===== config.mk =====
export PLATFORM = sky130hd
export DESIGN_NAME = alu_exec_stage_rv32i
export DESIGN_NICKNAME = d
export VERILOG_FILES = /design/src/rtl/alu_exec_pkg_rv32i.sv /design/src/rtl/alu_serial_shifter_rv32i.sv /design/src/rtl/alu_exec_stage_rv32i.sv
export SDC_FILE = /design/constraint.sdc
export NUM_CORES = 1
export LEC_CHECK = 0
export ABC_AREA = 1
export ABC_CLOCK_PERIOD_IN_PS = 3100
export BUFFER_PORTS_ARGS = -buffer_cell sky130_fd_sc_hd__buf_2
export CAP_MARGIN = 20
export CORE_ASPECT_RATIO = 0.8
export CORE_MARGIN = 2
export CORE_UTILIZATION = 52
export CTS_BUF_LIST = sky130_fd_sc_hd__clkbuf_4 sky130_fd_sc_hd__clkbuf_8
export CTS_CLUSTER_SIZE = 10
export DETAILED_ROUTE_END_ITERATION = 6
export MAX_ROUTING_LAYER = met4
export PLACE_DENSITY = 0.7
export REMOVE_ABC_BUFFERS = 1
export SLEW_MARGIN = 15
export SYNTH_ARGS = -nofsm -noshare
export SYNTH_HDL_FRONTEND = slang
export SYNTH_SLANG_ARGS = --single-unit

===== constraint.sdc =====
create_clock -name clk -period 3.1 [get_ports clk]
set_input_delay 0.465 -clock clk [delete_from_list [all_inputs] [get_ports clk]]
set_output_delay 0.465 -clock clk [all_outputs]
set_load 0.03 [all_outputs]

===== src/rtl/alu_exec_pkg_rv32i.sv =====
// Shared constants for the RV32I execute stage: op codes, FSM states and shift kinds.
package alu_exec_pkg_rv32i;

  localparam int unsigned XLEN    = 32;
  localparam int unsigned RD_W    = 5;
  localparam int unsigned OP_W    = 4;
  localparam int unsigned SHAMT_W = 5;

  localparam logic [OP_W-1:0] OP_ADD  = 4'd0;
  localparam logic [OP_W-1:0] OP_SUB  = 4'd1;
  localparam logic [OP_W-1:0] OP_SLL  = 4'd2;
  localparam logic [OP_W-1:0] OP_SLT  = 4'd3;
  localparam logic [OP_W-1:0] OP_SLTU = 4'd4;
  localparam logic [OP_W-1:0] OP_XOR  = 4'd5;
  localparam logic [OP_W-1:0] OP_SRL  = 4'd6;
  localparam logic [OP_W-1:0] OP_SRA  = 4'd7;
  localparam logic [OP_W-1:0] OP_OR   = 4'd8;
  localparam logic [OP_W-1:0] OP_AND  = 4'd9;

  typedef enum logic {
    ST_IDLE  = 1'b0,
    ST_SHIFT = 1'b1
  } state_e;

  typedef enum logic [1:0] {
    SH_LL = 2'd0,
    SH_RL = 2'd1,
    SH_RA = 2'd2
  } shift_kind_e;

endpackage


===== src/rtl/alu_serial_shifter_rv32i.sv =====
// One-bit-per-cycle shifter; done/result are presented combinationally on the
// cycle whose edge takes the counter from 1 to 0, so the caller can register them.
module alu_serial_shifter_rv32i
  import alu_exec_pkg_rv32i::*;
(
  input  logic               clk,
  input  logic               rst,
  input  logic               start,
  input  logic               kill,
  input  shift_kind_e        kind,
  input  logic [SHAMT_W-1:0] shamt,
  input  logic [XLEN-1:0]    operand,
  output logic               done,
  output logic [XLEN-1:0]    result
);

  logic [XLEN-1:0]    work_q;
  logic [SHAMT_W-1:0] cnt_q;
  shift_kind_e        kind_q;
  logic [XLEN-1:0]    step;

  always_comb begin
    step = work_q;
    case (kind_q)
      SH_LL:   step = {work_q[XLEN-2:0], 1'b0};
      SH_RL:   step = {1'b0, work_q[XLEN-1:1]};
      SH_RA:   step = {work_q[XLEN-1], work_q[XLEN-1:1]};
      default: step = work_q;
    endcase
  end

  assign done   = (cnt_q == SHAMT_W'(1)) && !kill;
  assign result = step;

  always_ff @(posedge clk or posedge rst) begin
    if (rst) begin
      work_q <= '0;
      cnt_q  <= '0;
      kind_q <= SH_LL;
    end else if (kill) begin
      cnt_q <= '0;
    end else if (start) begin
      work_q <= operand;
      cnt_q  <= shamt;
      kind_q <= kind;
    end else if (cnt_q != '0) begin
      work_q <= step;
      cnt_q  <= cnt_q - SHAMT_W'(1);
    end
  end

endmodule


===== src/rtl/alu_exec_stage_rv32i.sv =====
// RV32I execute stage: single-cycle ALU ops plus serial shifts, valid/ready on
// both sides and a synchronous flush.
module alu_exec_stage_rv32i
  import alu_exec_pkg_rv32i::*;
(
  input  logic            clk,
  input  logic            rst,
  input  logic            flush,
  input  logic            in_valid,
  output logic            in_ready,
  input  logic [OP_W-1:0] in_op,
  input  logic [XLEN-1:0] in_a,
  input  logic [XLEN-1:0] in_b,
  input  logic [RD_W-1:0] in_rd,
  output logic            out_valid,
  input  logic            out_ready,
  output logic [XLEN-1:0] out_result,
  output logic [RD_W-1:0] out_rd,
  output logic            out_illegal,
  output logic            busy
);

  state_e          state_q, state_d;
  logic            out_valid_q, out_valid_d;
  logic [XLEN-1:0] out_result_q, out_result_d;
  logic [RD_W-1:0] out_rd_q, out_rd_d;
  logic            out_illegal_q, out_illegal_d;
  logic [RD_W-1:0] shift_rd_q, shift_rd_d;

  logic               accept, is_shift, sh_start, sh_done;
  logic [SHAMT_W-1:0] shamt;
  logic [XLEN-1:0]    alu_res, sh_result;
  logic               alu_ill;
  shift_kind_e        sh_kind;

  assign in_ready = (state_q == ST_IDLE) && !flush && (!out_valid_q || out_ready);
  assign accept   = in_valid && in_ready;
  assign shamt    = in_b[SHAMT_W-1:0];
  assign is_shift = (in_op == OP_SLL) || (in_op == OP_SRL) || (in_op == OP_SRA);
  assign sh_start = accept && is_shift && (shamt != '0);

  // Single-cycle datapath; zero-amount shifts pass operand A through.
  always_comb begin
    alu_res = '0;
    alu_ill = 1'b0;
    sh_kind = SH_LL;
    case (in_op)
      OP_ADD:  alu_res = in_a + in_b;
      OP_SUB:  alu_res = in_a - in_b;
      OP_SLT:  alu_res = XLEN'($signed(in_a) < $signed(in_b));
      OP_SLTU: alu_res = XLEN'(in_a < in_b);
      OP_XOR:  alu_res = in_a ^ in_b;
      OP_OR:   alu_res = in_a | in_b;
      OP_AND:  alu_res = in_a & in_b;
      OP_SLL:  alu_res = in_a;
      OP_SRL: begin
        alu_res = in_a;
        sh_kind = SH_RL;
      end
      OP_SRA: begin
        alu_res = in_a;
        sh_kind = SH_RA;
      end
      default: alu_ill = 1'b1;
    endcase
  end

  alu_serial_shifter_rv32i u_shifter (
    .clk     (clk),
    .rst     (rst),
    .start   (sh_start),
    .kill    (flush),
    .kind    (sh_kind),
    .shamt   (shamt),
    .operand (in_a),
    .done    (sh_done),
    .result  (sh_result)
  );

  always_comb begin
    state_d       = state_q;
    out_valid_d   = out_valid_q && !out_ready;
    out_result_d  = out_result_q;
    out_rd_d      = out_rd_q;
    out_illegal_d = out_illegal_q;
    shift_rd_d    = shift_rd_q;
    if (flush) begin
      state_d     = ST_IDLE;
      out_valid_d = 1'b0;
    end else begin
      case (state_q)
        ST_IDLE: begin
          if (sh_start) begin
            state_d    = ST_SHIFT;
            shift_rd_d = in_rd;
          end else if (accept) begin
            out_valid_d   = 1'b1;
            out_result_d  = alu_res;
            out_rd_d      = in_rd;
            out_illegal_d = alu_ill;
          end
        end
        ST_SHIFT: begin
          if (sh_done) begin
            state_d       = ST_IDLE;
            out_valid_d   = 1'b1;
            out_result_d  = sh_result;
            out_rd_d      = shift_rd_q;
            out_illegal_d = 1'b0;
          end
        end
        default: state_d = ST_IDLE;
      endcase
    end
  end

  always_ff @(posedge clk or posedge rst) begin
    if (rst) begin
      state_q       <= ST_IDLE;
      out_valid_q   <= 1'b0;
      out_result_q  <= '0;
      out_rd_q      <= '0;
      out_illegal_q <= 1'b0;
      shift_rd_q    <= '0;
    end else begin
      state_q       <= state_d;
      out_valid_q   <= out_valid_d;
      out_result_q  <= out_result_d;
      out_rd_q      <= out_rd_d;
      out_illegal_q <= out_illegal_d;
      shift_rd_q    <= shift_rd_d;
    end
  end

  assign out_valid   = out_valid_q;
  assign out_result  = out_result_q;
  assign out_rd      = out_rd_q;
  assign out_illegal = out_illegal_q;
  assign busy        = (state_q == ST_SHIFT);

endmodule


==> results.txt, run 1 <==
* Violations in the final reports: design-rule violations
- Largest incremental delay on the critical path: 0.42 ns
* Sinks on Clock Net: 84
- Share of Yosys cell area claimed by the top area cell type: roughly 19%
- Combinational logic burns between 50% and 60% of the power.
* Placeable core area: between 20,000 and 25,000 µm²
- STA puts the critical path data required time at about 3.4 ns.
- Clock-pin slew was measured on the worst setup and hold paths at 0.10 ns.
- The number of pins with negative max-slew slack in the final report was 0.
* Most used cell along the critical path: sky130_fd_sc_hd__nand2_1
* Worst Path Buf+Inv: 3
* Y dimension of the die: around 130 µm
* I/O pin cnt: ~120
* Die Outline Area: approximately 22,000 µm²
* CTS Hold Bufs: 0
- Unrepaired setup endpoints after global routing: false
* Worst reg2reg path depth: 11
- Routed via count: 12,850
* Outcome: finished with violations
- Cell with the biggest individual delay on the critical path: sky130_fd_sc_hd__fa_1
- Post-DP HPWL: roughly 34,000 µm
* Total CTS buffers: 9
- Buffer levels on the longest clock path: 2
- Global router's overall resource usage: 39.50%
- The initialized floorplan defines 47 standard-cell rows.
* Cell types occupying the most area after synthesis: sky130_fd_sc_hd__dfrtp_1 19%, sky130_fd_sc_hd__nand2_1 18%, sky130_fd_sc_hd__ha_1 12%
- Die width: between 150 and 200 µm
- Relative to the synthesized area, the layout overhead comes to 10.40%.
- The clock reaches the later pin of the worst-skew pair after 0.38 ns.
* Top achievable clock speed: 393.1 MHz
- Critical path launch point type: input pin
- After layout, the design draws a total of roughly 5600 µW.
- Using the TritonRoute via totals, the vias-per-cell ratio works out to about 5.8.
- The root buffer cell chosen for the clock tree is sky130_fd_sc_hd__clkbuf_8.
- The synthesized design contains 0 enable-type register cells.
- Mean instance size in the synthesized netlist: 5.883 µm²
- Category of the worst setup path capture point: flip-flop
- After the first detailed-routing iteration, the DRC count stood at about 1,400.
- Routability-driven placement finished with a final weighted congestion of approximately 1.0.
- Maximum number of pins on one net before global-route repair: 85
- In this run the tightest slew margin relative to its limit is 44.02%.
- The initial antenna violation count was 0.
- First-pass GRT wire length: approximately 66,000 µm
* Sum of met2 wire segment lengths after detailed routing: 16,420 µm
- Met3 Wirelength: 5978 µm
- Async SR Flop Fraction: 100.0%
* H-tree levels: 3
- IO Port Bufs: around 120
- Switching Share: 50.13%
- Post-DR wirelength/cell: ~19 µm
- Final setup vio count: 0
- Worst Hold Class: input pin to asynchronous set/reset pin
* Arrival time of data at the critical path endpoint: about 2.9 ns
* Post-synthesis cell type with the largest combined area: sky130_fd_sc_hd__dfrtp_1
- Power spread over the standard cell area amounts to roughly 460 nW/µm².
- Kind of critical path: input pin to flip-flop
- The net count of the finished layout is 2,143.
- The Yosys step of the flow raised 0 warnings.
- Worst-case vdd ir drop: 0.4339 mV
- For this run, the detailed router's first-pass iteration total came to 7.
* Fraction of layout instances using a drive strength above 1: under 10%
- Final hold violation count: 0
* Count of state elements after synthesis: between 80 and 90
* Gate Count Post-Synth: between 1,500 and 2,000
- The via count of the first global-routing pass is between 10,000 and 15,000.
- Summed over all layers, the routed wires come to between 40,000 and 50,000 µm.
* Leakage dissipation: 0.006808 µW
- The internal power of the cells totals around 2800 µW.
- Post-CTS setup-driven buffer insertion count: 0
- Of the available clock period, the critical path in the final layout requires 82.06%.
- In this design, the largest share of critical-path delay is due to compound AO/OA/AOI/OAI gates.
* Diodes inserted: 0
* Fin area: about 12,000 µm²
* Instance count on the critical path: 14
* Worst clock skew: 0.01346 ns
* Sequential fraction of the synthesis area: about a fifth
- Grt ovf: 0
- TritonCTS built the clock tree.
* Number of cells upsized or downsized after cts: 0
- Final antenna-violating net count: 0
- Critical-path cell list: buf_2 -> inv_1 -> ha_1 -> inv_1 -> fa_1 -> nand2_1 -> nand2_1 -> nand3_1 -> nand2_1 -> o21ai_0 -> a21oi_1 -> o211ai_1 -> a21oi_1 -> o21ai_0
* Sequential cell fraction of total power: between 30% and 40%
* DRC Markers: 2
- The tool flagged a number of max-cap violations equal to 0.
- Shortest period the worst path allows: roughly 2.5 ns
- Top routing layer in use: met4
- Synthesis instantiated 44 different standard cells from the library.
* Prevailing post-synth register cell: sky130_fd_sc_hd__dfrtp_1
* Part of the power in the clock network: 13.9%
- Slew @ Worst Pin: between 0.8 and 0.9 ns
- Placed Area: 11,880 µm²
- The initial utilization of the core area, before any placement, comes to 52.93%.
- Mapped Area: 10,930 µm²
* Sum of routed wire segments on met1: between 15,000 and 20,000 µm
* Peak fanout along the critical path: 4
* Sw Pwr: 2792 µW
==> power by group through the flow <==
stage / clock (µW) / sequential, µW / combinational [µW]
2_1_floorplan: 0 / 1950 / 1790
4_1_cts: 782 / 1720 / 3000
5_1_grt: 823 / 1760 / 3400
3_3_place_gp: 0 / 1730 / 2960
3_5_place_dp: 0 / 1730 / 2990
6_report: 773 / 1730 / 3070
==> state kept, by name (all words and copies together), names as in the netlist <==
name and cells:
out_result 32, u_shifter.work_q 32, out_rd 5, shift_rd_q 5, u_shifter.cnt_q 5, u_shifter.kind_q 2, busy 1, out_illegal 1
out_valid 1
==> kinds of logic (layout without fill, tap and decap cells) <==
kind of cell	Yosys count	count (layout)	share of synthesized area (%)
AO/OA/AOI/OAI	353	353	19.87
XOR/XNOR	5	5	0.4008
adder cells (fa/ha/maj)	108	108	12.51
buffers and inverters	421	525	15.15
flip-flops	84	84	19.24
AND/OR/NAND/NOR	886	886	32.83
==> per-stage QoR <==
step	TNS [ns]	utilization, %	hold slack (ns)	cells	setup slack [ns]
global route	0	58.43	0.2031	2230	0.3207
detailed placement	0	57.57	0.4648	2215	0.2858
global placement	0	57.57	0.4592	2215	0.2961
finish	0	58.43	0.1672	2230	0.5560
floorplan	-0.2867	-	0.4529	1785	-0.07113
CTS	0	58.43	0.1945	2230	0.6743
==> synth_stat cells (7+ instances only) <==
cell type,count
sky130_fd_sc_hd__o21ai_0,79
sky130_fd_sc_hd__o21a_1,21
sky130_fd_sc_hd__nand3_1,127
sky130_fd_sc_hd__nor3_1,14
sky130_fd_sc_hd__nand4_1,9
sky130_fd_sc_hd__buf_2,33
sky130_fd_sc_hd__o22ai_1,37
sky130_fd_sc_hd__clkbuf_1,28
sky130_fd_sc_hd__inv_1,339
sky130_fd_sc_hd__a21oi_1,101
sky130_fd_sc_hd__inv_2,9
sky130_fd_sc_hd__o211ai_1,35
sky130_fd_sc_hd__ha_1,106
sky130_fd_sc_hd__o21ai_1,7
sky130_fd_sc_hd__nor2_1,188
sky130_fd_sc_hd__nand2_1,535
sky130_fd_sc_hd__o21bai_1,7
sky130_fd_sc_hd__a31oi_1,7
sky130_fd_sc_hd__a22oi_1,21
sky130_fd_sc_hd__a221oi_1,22
sky130_fd_sc_hd__dfrtp_1,84
==> tightest hold or removal path: stages <==
cell,delay (ns)
sky130_fd_sc_hd__buf_2,0.10
sky130_fd_sc_hd__clkinv_2,0.05
sky130_fd_sc_hd__buf_12,0.36
==> final timing paths <==
check | from | to | slack (ns)
setup / recovery | in_a[0] | out_result[6] | 0.56
hold / removal | rst | u_shifter.work_q[27] | 0.17
setup reg to reg | out_valid | u_shifter.work_q[9] | 0.64
hold reg to reg | out_illegal | out_illegal | 0.49
max in group asynchronous | rst | out_result[13] | 2.54
min in group clk | in_rd[2] | out_rd[2] | 0.36
==> cell type report <==
class / count / area, µm²
Clock buffer: 11 / 145.1
Multi-Input combinational cell: 1352 / 7171
Fill cell: 2097 / 8579
Tap cell: 269 / 336.6
Sequential cell: 84 / 2102
Inverter: 349 / 1311
Timing Repair Buffer: 161 / 963.4
Clock inverter: 4 / 32.53
==> cells in the final DEF (no fill, tap or decap), types with 4 or more instances in the layout <==
cell and count:
sky130_fd_sc_hd__a21oi_1 101, sky130_fd_sc_hd__o221ai_1 4, sky130_fd_sc_hd__dfrtp_1 84, sky130_fd_sc_hd__nand4_1 9, sky130_fd_sc_hd__inv_2 9, sky130_fd_sc_hd__ha_1 106, sky130_fd_sc_hd__nor2_1 187, sky130_fd_sc_hd__inv_1 338
sky130_fd_sc_hd__buf_2 118, sky130_fd_sc_hd__nor3_1 14, sky130_fd_sc_hd__clkbuf_8 10, sky130_fd_sc_hd__o211ai_1 35, sky130_fd_sc_hd__buf_12 4, sky130_fd_sc_hd__o21ai_1 7, sky130_fd_sc_hd__nand3_1 127, sky130_fd_sc_hd__o21ai_0 79
sky130_fd_sc_hd__nand2_1 535, sky130_fd_sc_hd__o22ai_1 37, sky130_fd_sc_hd__o21a_1 21, sky130_fd_sc_hd__xor2_1 5, sky130_fd_sc_hd__a221oi_1 22, sky130_fd_sc_hd__buf_4 39, sky130_fd_sc_hd__a31oi_1 7, sky130_fd_sc_hd__a22oi_1 21
sky130_fd_sc_hd__o21bai_1 7
==> layer usage <==
| metal | vias to the layer above | global-route usage [%] |
|---|---|---|
| met5 | - | - |
| met4 | 0 | 6.667 |
| met3 | 50 | 8.229 |
| met2 | 775 | 53.41 |
| met1 | 5915 | 60.37 |
| li1 | 6111 | - |
Note: power is estimated with default switching activity, not from simulation.
==> run 2: changes to the inputs <==
ABC_CLOCK_PERIOD_IN_PS = 2200   (was 3100)
PLACE_DENSITY = 0.73   (was 0.7)
clock period = 2.2 ns   (was 3.1 ns; I/O delays follow)
==> run 2 against run 1 <==
Compared with the run above:
- the flow now finishes without violations
- cell area grew 17%
- non-clock buffer count grew 244
- first-iteration DRC count grew 45%
- clock skew is essentially flat
- utilization grew 10 points
- worst setup slack lost 0.52 ns
- die area is the same
- clock power grew 37%
- sequential share of layout area shrank 2.6 points
- register-to-register slack lost 0.42 ns
- hold slack gained 0.079 ns
==> results.txt, run 2 (synthesis gave the netlist of run 1 again) <==
- Die Outline Area: 22,190 µm² (unchanged)
* Die width: 166.1 µm (unchanged)
* Placed Area: 13,750 µm² (+16%)
- The routed length per placed instance was 18.15 µm (-5.3%).
* Top achievable clock speed: between 400 and 500 MHz
- The total clock sinks is 84 (unchanged).
* Fraction of layout instances using a drive strength above 1: 22.30% (+12 points)
- Shortest period the worst path allows: around 2.2 ns
- The smallest hold slack came to 0.2465 ns (+0.07924 ns).
* Y dimension of the die: 133.6 µm (unchanged)
- Area growth, synth to finish: 29.65%
- The cell row count was 47 (unchanged).
- Category of the worst setup path capture point: flip-flop
* I/O pin cnt: 119 (unchanged)
* Routed via count: 13,890 (+8.1%)
* Worst-skew pair later-pin latency: 0.36 ns (-0.02 ns)
- The routed via count divided by cell count was 5.611 (-2.6%).
- H-tree levels: 3 (unchanged)
* Leakage dissipation: 0.008038 µW (+18%)
- Critical path launch point type: input pin
- The DRC violation count after routing came to 0 (-2).
- The tightest min-delay check is of the input pin to flip-flop type.
* Detailed-router iteration count before antenna repair: 6 (-1)
* Kind of critical path: input pin to flip-flop
- Commonest non-fill, non-tap cell in the layout: sky130_fd_sc_hd__nand2_1
- Met3 track demand over resource: 7.873% (-0.36 points)
- Buffer levels on the longest clock path: 2 (unchanged)
* Grt met1 use: 60.49% (+0.13 points)
- Number of global-route vias before repair: 12,700 (+9.8%)
* Worst slew margin relative to its limit: 56.13% (+12 points)
- In the layout the commonest cells are 523 x sky130_fd_sc_hd__nand2_1, 337 x sky130_fd_sc_hd__inv_1, 278 x sky130_fd_sc_hd__buf_4.
- Worst-case vdd ir drop: 0.7041 mV (+62%)
* Grt ovf: 0 (unchanged)
- The initial cell density of the core was 52.93% (unchanged).
- Worst clock skew: 0.01377 ns (+0.0003071 ns)
- Layout Utilization: 68.62% (+10 points)
* Maximum number of pins on one net before global-route repair: 49 (-42%)
- TritonCTS clock tree: done
- The remaining number of nets flagged by the antenna check after routing is 0 (unchanged).
* Total CTS buffers: 9 (unchanged)
* Met2 Usage GRT: 57.84% (+4.4 points)
* Final hold violation count: 0 (unchanged)
- Final setup vio count: 0 (unchanged)
- The clock transition at the register clock pins on the worst setup and hold paths after CTS is 0.09 ns (about the same).
- Cell area power density: 599.9 nW/µm² (+30%)
- The worst path uses between 90% and 100% of the clock period.
- Worst reg2reg path depth: 11 (unchanged)
* Post-DP HPWL: 36,850 µm (+9.7%)
- Antenna violations before repair: 0 (unchanged)
- The number of DRC markers after the initial detailed-route iteration came to 2,065 (+45%).
- The flow ran to the end, and the final reports show no timing, DRC or antenna violations.
- The arrival time reported for the critical path endpoint is 2.45 ns (-0.40 ns).
* Diodes inserted: 0 (unchanged)
- Clock tree root buffer cell: sky130_fd_sc_hd__clkbuf_8
* Final Routed Wirelength: 44,930 µm (+5.1%)
- Number of max-capacitance violations reported: 0 (unchanged)
* Number of cells traversed by the worst hold path: 3
* Aggregate negative setup slack: 0 ns (unchanged)
- Global router's overall resource usage: 40.82% (+1.3 points)
- The global placement routability congestion was 1.052 (+1.6%).
- The first-pass GRT wire length is 69,070 µm (+4.3%).
- Peak fanout along the critical path: 5 (+1)
- Slew @ Worst Pin: 0.6573 ns (-0.1824 ns)
- The final-stage net count came to 2,387 (+11%).
- Fin area: 14,160 µm² (+17%)
- The area of the core was 20,640 µm² (unchanged).
- The number of buffers inserted by port buffering was 118 (unchanged).
* Max Transition Viols Final: 0 (unchanged)
- met1 is the most crowded layer.
- The required time of the critical path is 2.49 ns (-0.91 ns).
-- run 2: changes by cell type in the layout (fill, tap and decap cells not counted), moves of 9 or more --
cell / before / now
sky130_fd_sc_hd__nand2_1: 535 / 523
sky130_fd_sc_hd__buf_4: 39 / 278
sky130_fd_sc_hd__nand2_2: 2 / 13
sky130_fd_sc_hd__nor2_2: 1 / 10
sky130_fd_sc_hd__nor2_1: 187 / 176
sky130_fd_sc_hd__ha_1: 106 / 96
-- run 2: worst max-delay path: stages --
cell	delay, ns
sky130_fd_sc_hd__buf_2	0.11
sky130_fd_sc_hd__inv_1	0.08
sky130_fd_sc_hd__ha_2	0.31
sky130_fd_sc_hd__nand2_4	0.11
sky130_fd_sc_hd__inv_1	0.04
sky130_fd_sc_hd__nand2_1	0.06
sky130_fd_sc_hd__nand2_1	0.11
sky130_fd_sc_hd__a21oi_2	0.16
sky130_fd_sc_hd__nand2_2	0.13
sky130_fd_sc_hd__buf_4	0.16
sky130_fd_sc_hd__xor2_1	0.13
sky130_fd_sc_hd__o211ai_1	0.30
sky130_fd_sc_hd__buf_4	0.19
sky130_fd_sc_hd__nand2_1	0.10
sky130_fd_sc_hd__a21oi_2	0.13
-- run 2: routing by layer --
layer,vias up,share of wire [%]
met2,786,40
met5,-,0
met3,73,14
met1,6405,45
li1,6623,-
met4,0,1.7
-- run 2: cell type report --
| class | count | area [µm²] |
|---|---|---|
| multi-input cells | 1352 | 7383 |
| repair buffers | 405 | 2843 |
| flip-flops and latches | 84 | 2102 |
| fillers | 1953 | 6476 |
| well taps | 269 | 336.6 |
| clock buffers | 12 | 152.6 |
| clock inverters | 4 | 32.53 |
| inverters | 349 | 1315 |
-- run 2: where the power goes --
| group | switching, µW | total, µW | internal [µW] |
|---|---|---|---|
| logic | 3100 | 4990 | 1890 |
| registers | 380 | 2440 | 2060 |
| clock network | 587 | 1060 | 476 |
-- run 2: final timing paths --
check / start / end / slack (ns)
worst min-delay path: in_rd[4] / out_rd[4] / 0.25
worst max-delay path: in_b[11] / out_result[13] / 0.04
min in group asynchronous: rst / out_result[20] / 0.53
worst max register to register: out_valid / u_shifter.cnt_q[4] / 0.22
worst min register to register: out_illegal / out_illegal / 0.49
max in group asynchronous: rst / u_shifter.cnt_q[4] / 1.06
-- run 2: per-stage QoR --
stage | setup WS [ns] | power (µW) | instances
CTS | 0.01395 | 8312 | 2475
detailed placement | -0.3571 | 7235 | 2458
finish | 0.03747 | 8497 | 2475
floorplan | -0.9711 | 5278 | 1785
global placement | -0.3546 | 7091 | 2457
global route | -0.04947 | 9075 | 2475
-- run 2: timing repair --
action / CTS / global route
setup buffers: 0 / 0
gates resized for setup: 0 / 66
hold endpoints to repair: 24 / 0
hold buffers: 1 / 0
setup endpoints to repair: 0 / 27
==> run 3: changes to the inputs <==
ABC_CLOCK_PERIOD_IN_PS = default   (was 2200)
PLACE_DENSITY = 0.75   (was 0.73)
==> run 3 against run 2 <==
Compared with the run above:
- clock skew is 0.0028 ns higher
- critical path type unchanged
- via count is 1.6% lower
- register-to-register slack hardly changed
- sequential share of layout area is 0.32 points higher
- total power is 1.3% lower
- flip-flop and latch count stayed put
- die area stayed put
- critical path depth stayed put
- largest cell class unchanged
- clock power is 5% higher
- combinational power is 3% lower
- global-route usage is 0.85 points lower
- worst setup slack better by 0.036 ns
==> results.txt, run 3 (synthesis gave the netlist of run 1 again) <==
- The number of pins with negative max-slew slack in the final report came to 0 (unchanged).
* Sinks on Clock Net: 84 (unchanged)
- The transition time at the pin with the least slew margin is 0.7138 ns (+0.05652 ns).
- Sw Pwr: 3975 µW (-2.3%)
* H-tree levels: 3 (unchanged)
* Post-CTS setup-driven buffer insertion count: 0 (unchanged)
- The smallest hold slack was 0.2352 ns (-0.01129 ns).
* Detailed-router iteration count before antenna repair: 5 (-1)
* Final antenna-violating net count: 0 (unchanged)
- The number of DRC markers after the initial detailed-route iteration came to 1,618 (-22%).
- Worst slew margin relative to its limit: 52.36% (-3.8 points)
- Cell area power density: 604.8 nW/µm² (+0.81%)
- Antenna violations before repair: 0 (unchanged)
- Fraction of layout instances using a drive strength above 1: 20.51% (-1.8 points)
- The number of buffers inserted by port buffering is 118 (unchanged).
- Total instance count after detailed placement: 2,428 (-1.2%)
- Final-layout fill cell count: 1,966 (+0.67%)
* Sequential cell fraction of total power: 29.1% (+0.3 points)
- The net switching share of the total power came to 47.39% (-0.49 points).
* Top achievable clock speed: 470.2 MHz (+1.7%)
* Global router's overall resource usage: 39.97% (-0.85 points)
- The setup slack after placement came to -0.3493 ns (+0.007789 ns).
* Routed via count: 13,660 (-1.6%)
- The worst clock skew is 0.01652 ns (+0.002751 ns).
* Largest incremental delay on the critical path: 0.45 ns (+0.14 ns)
- The register area is 2102 µm² (unchanged).
- Post-DR wirelength/cell: 17.98 µm (-0.97%)
- The count of max-cap constraint violations is 0 (unchanged).
- Grt ovf: 0 (unchanged)
- Effective utilization at floorplan: 52.93% (unchanged)
* CTS clock-pin slew for the worst setup and hold paths: 0.09 ns (about the same)
* I/O pin cnt: 119 (unchanged)
- The chip width is 166.1 µm (unchanged).
- Category of the worst setup path capture point: flip-flop
* Setup slack of the critical path after layout: 0.07323 ns (+0.03576 ns)
* Worst reg2reg path depth: 11 (unchanged)
- Min-delay src: in_rd[2]
* TritonCTS clock tree: done
* Final setup vio count: 0 (unchanged)
* Required @ worst endpoint: 2.45 ns (-0.04 ns)
- Placeable core area: 20,640 µm² (unchanged)
* First-pass GRT wire length: 67,300 µm (-2.6%)
* Post-DP HPWL: 35,880 µm (-2.6%)
- Worst-case vdd ir drop: 0.6999 mV (-0.59%)
- Shortest period the worst path allows: 2.127 ns (-0.03576 ns)
- The cell row count was 47 (unchanged).
* Register-to-register setup slack: 0.21 ns (about the same)
- The cell count of the worst hold path was 3 (unchanged).
* Y dimension of the die: 133.6 µm (unchanged)
- End of the worst register-to-register path: out_rd[0]
- DRC Markers: 0 (unchanged)
- The library cells used most frequently in the layout, excluding fill and tap cells, are 530 x sky130_fd_sc_hd__nand2_1, 338 x sky130_fd_sc_hd__inv_1, 248 x sky130_fd_sc_hd__buf_4.
- The number of standard cells in the layout, taps in and fillers out was 2,444 (-1.3%).
- Layout Utilization: 67.19% (-1.4 points)
- Area taken by multi-input logic gates: 7307 µm² (-1.0%)
* Buffer levels on the longest clock path: 2 (unchanged)
- Clock tree root buffer cell: sky130_fd_sc_hd__clkbuf_8
* Final cycle utilization of the critical path: 96.67% (-1.6 points)
* Peak fanout along the critical path: 8 (+3)
- Aggregate negative setup slack: 0 ns (unchanged)
- For hold timing, the worst endpoint is out_rd[2].
* Final hold violation count: 0 (unchanged)
- Number of global-route vias before repair: 12,430 (-2.1%)
* Via count normalized by instance count: 5.588 (-0.40%)
- The total wire length came to 43,930 µm (-2.2%).
- Leakage dissipation: 0.007905 µW (-1.7%)
* Kind of critical path: input pin to flip-flop
- The number of antenna cells inserted was 0 (unchanged).
* Worst Hold Class: input pin to flip-flop
* Commonest non-fill, non-tap cell in the layout: sky130_fd_sc_hd__nand2_1
- The final-stage net count is 2,357 (-1.3%).
- The worst-skew pair later-pin latency came to 0.37 ns (about the same).
- Part of the power in the clock network: 13.3% (+0.8 points)
- On the critical path, the stage with the largest delay is an instance of sky130_fd_sc_hd__ha_1.
- Gp weighted congestion: 1.032 (-2.0%)
- The maximum number of pins on one net before global-route repair came to 49 (unchanged).
- Part of the power in combinational logic: 57.6% (-1.1 points)
* Critical-path cell list: buf_2 -> inv_1 -> ha_1 -> inv_1 -> a21oi_1 -> buf_4 -> o21bai_1 -> inv_1 -> nand3_2 -> a21oi_1 -> o21ai_0 -> nand2_1 -> nand3_1 -> nand2_1 -> a21oi_1
- The arrival time reported for the critical path endpoint was 2.38 ns (-0.07 ns).
- The worst setup path is launched from an input pin.
- Unrepaired setup endpoints after global routing: true
- Total CTS buffers: 9 (unchanged)
- The die footprint came to 22,190 µm² (unchanged).
- The internal power consumption was 4412 µW (-0.37%).
* Area growth, synth to finish: 26.94%
* Outcome: finished, final reports clean
* Source of the worst register-to-register timing path: u_shifter.cnt_q[1]
==> run 3: changes by cell type in the layout (fill, tap and decap cells not counted), sizes merged <==
cell	change
inv	-2
bufinv	+1
buf	-30
clkbuf	-1
clkinv	+2
clkinvlp	-1
==> run 3: repair_timing <==
item                                    4_1_cts  5_1_grt
hold endpoints to repair                     13        0
resized for setup                             0       39
hold buffers                                  1        0
endpoints found under the setup margin        0       23
==> run 3: worst max-delay path by stage <==
stage | start | endpoint
after CTS | in_a[0] | out_result[26]
after floorplan | busy | out_result[3]
final | in_b[9] | out_result[12]
after detailed placement | in_a[0] | out_result[26]
after global placement | in_a[10] | out_result[28]
after global routing | in_b[20] | out_result[25]
==> run 3: area by class of cell <==
class / count / area share [%]
inverters: 349 / 9.482
multi-input cells: 1352 / 52.69
repair buffers: 375 / 18.87
clock buffers: 11 / 1.001
clock inverters: 4 / 0.3699
well taps: 269 / 2.427
flip-flops and latches: 84 / 15.16
==> run 3: worst max-delay path, delay by kind of cell <==
kind | cells | cell delay [ns]
AOI/OAI and AO/OA | 5 | 0.63
adders and majority gates | 1 | 0.45
buffers and inverters | 5 | 0.49
and+or+nand+nor | 4 | 0.48
==> run 3: metal layers <==
layer  up-vias  track usage (%)  share of wire [%]
li1       6559                -                  -
met1      6260            59.21                 45
met2       783            55.39                 40
met3        56            8.883                 13
met4         0            7.778                1.5
met5         -                -                  0
==> run 3: through the flow <==
step           power [µW]  area (µm²)
2_1_floorplan        5278       10580
3_3_place_gp         6984       13510
3_5_place_dp         7116       13530
4_1_cts              8226       13730
5_1_grt              8970       13870
6_report             8387       13870
==> run 3: power by group through the flow <==
stage | Sequential, µW | Clock (µW) | Combinational (µW)
final | 2440 | 1110 | 4830
after global routing | 2500 | 1180 | 5300
after CTS | 2420 | 1110 | 4690
after detailed placement | 2450 | 0 | 4670
after global placement | 2440 | 0 | 4550
after floorplan | 2750 | 0 | 2530
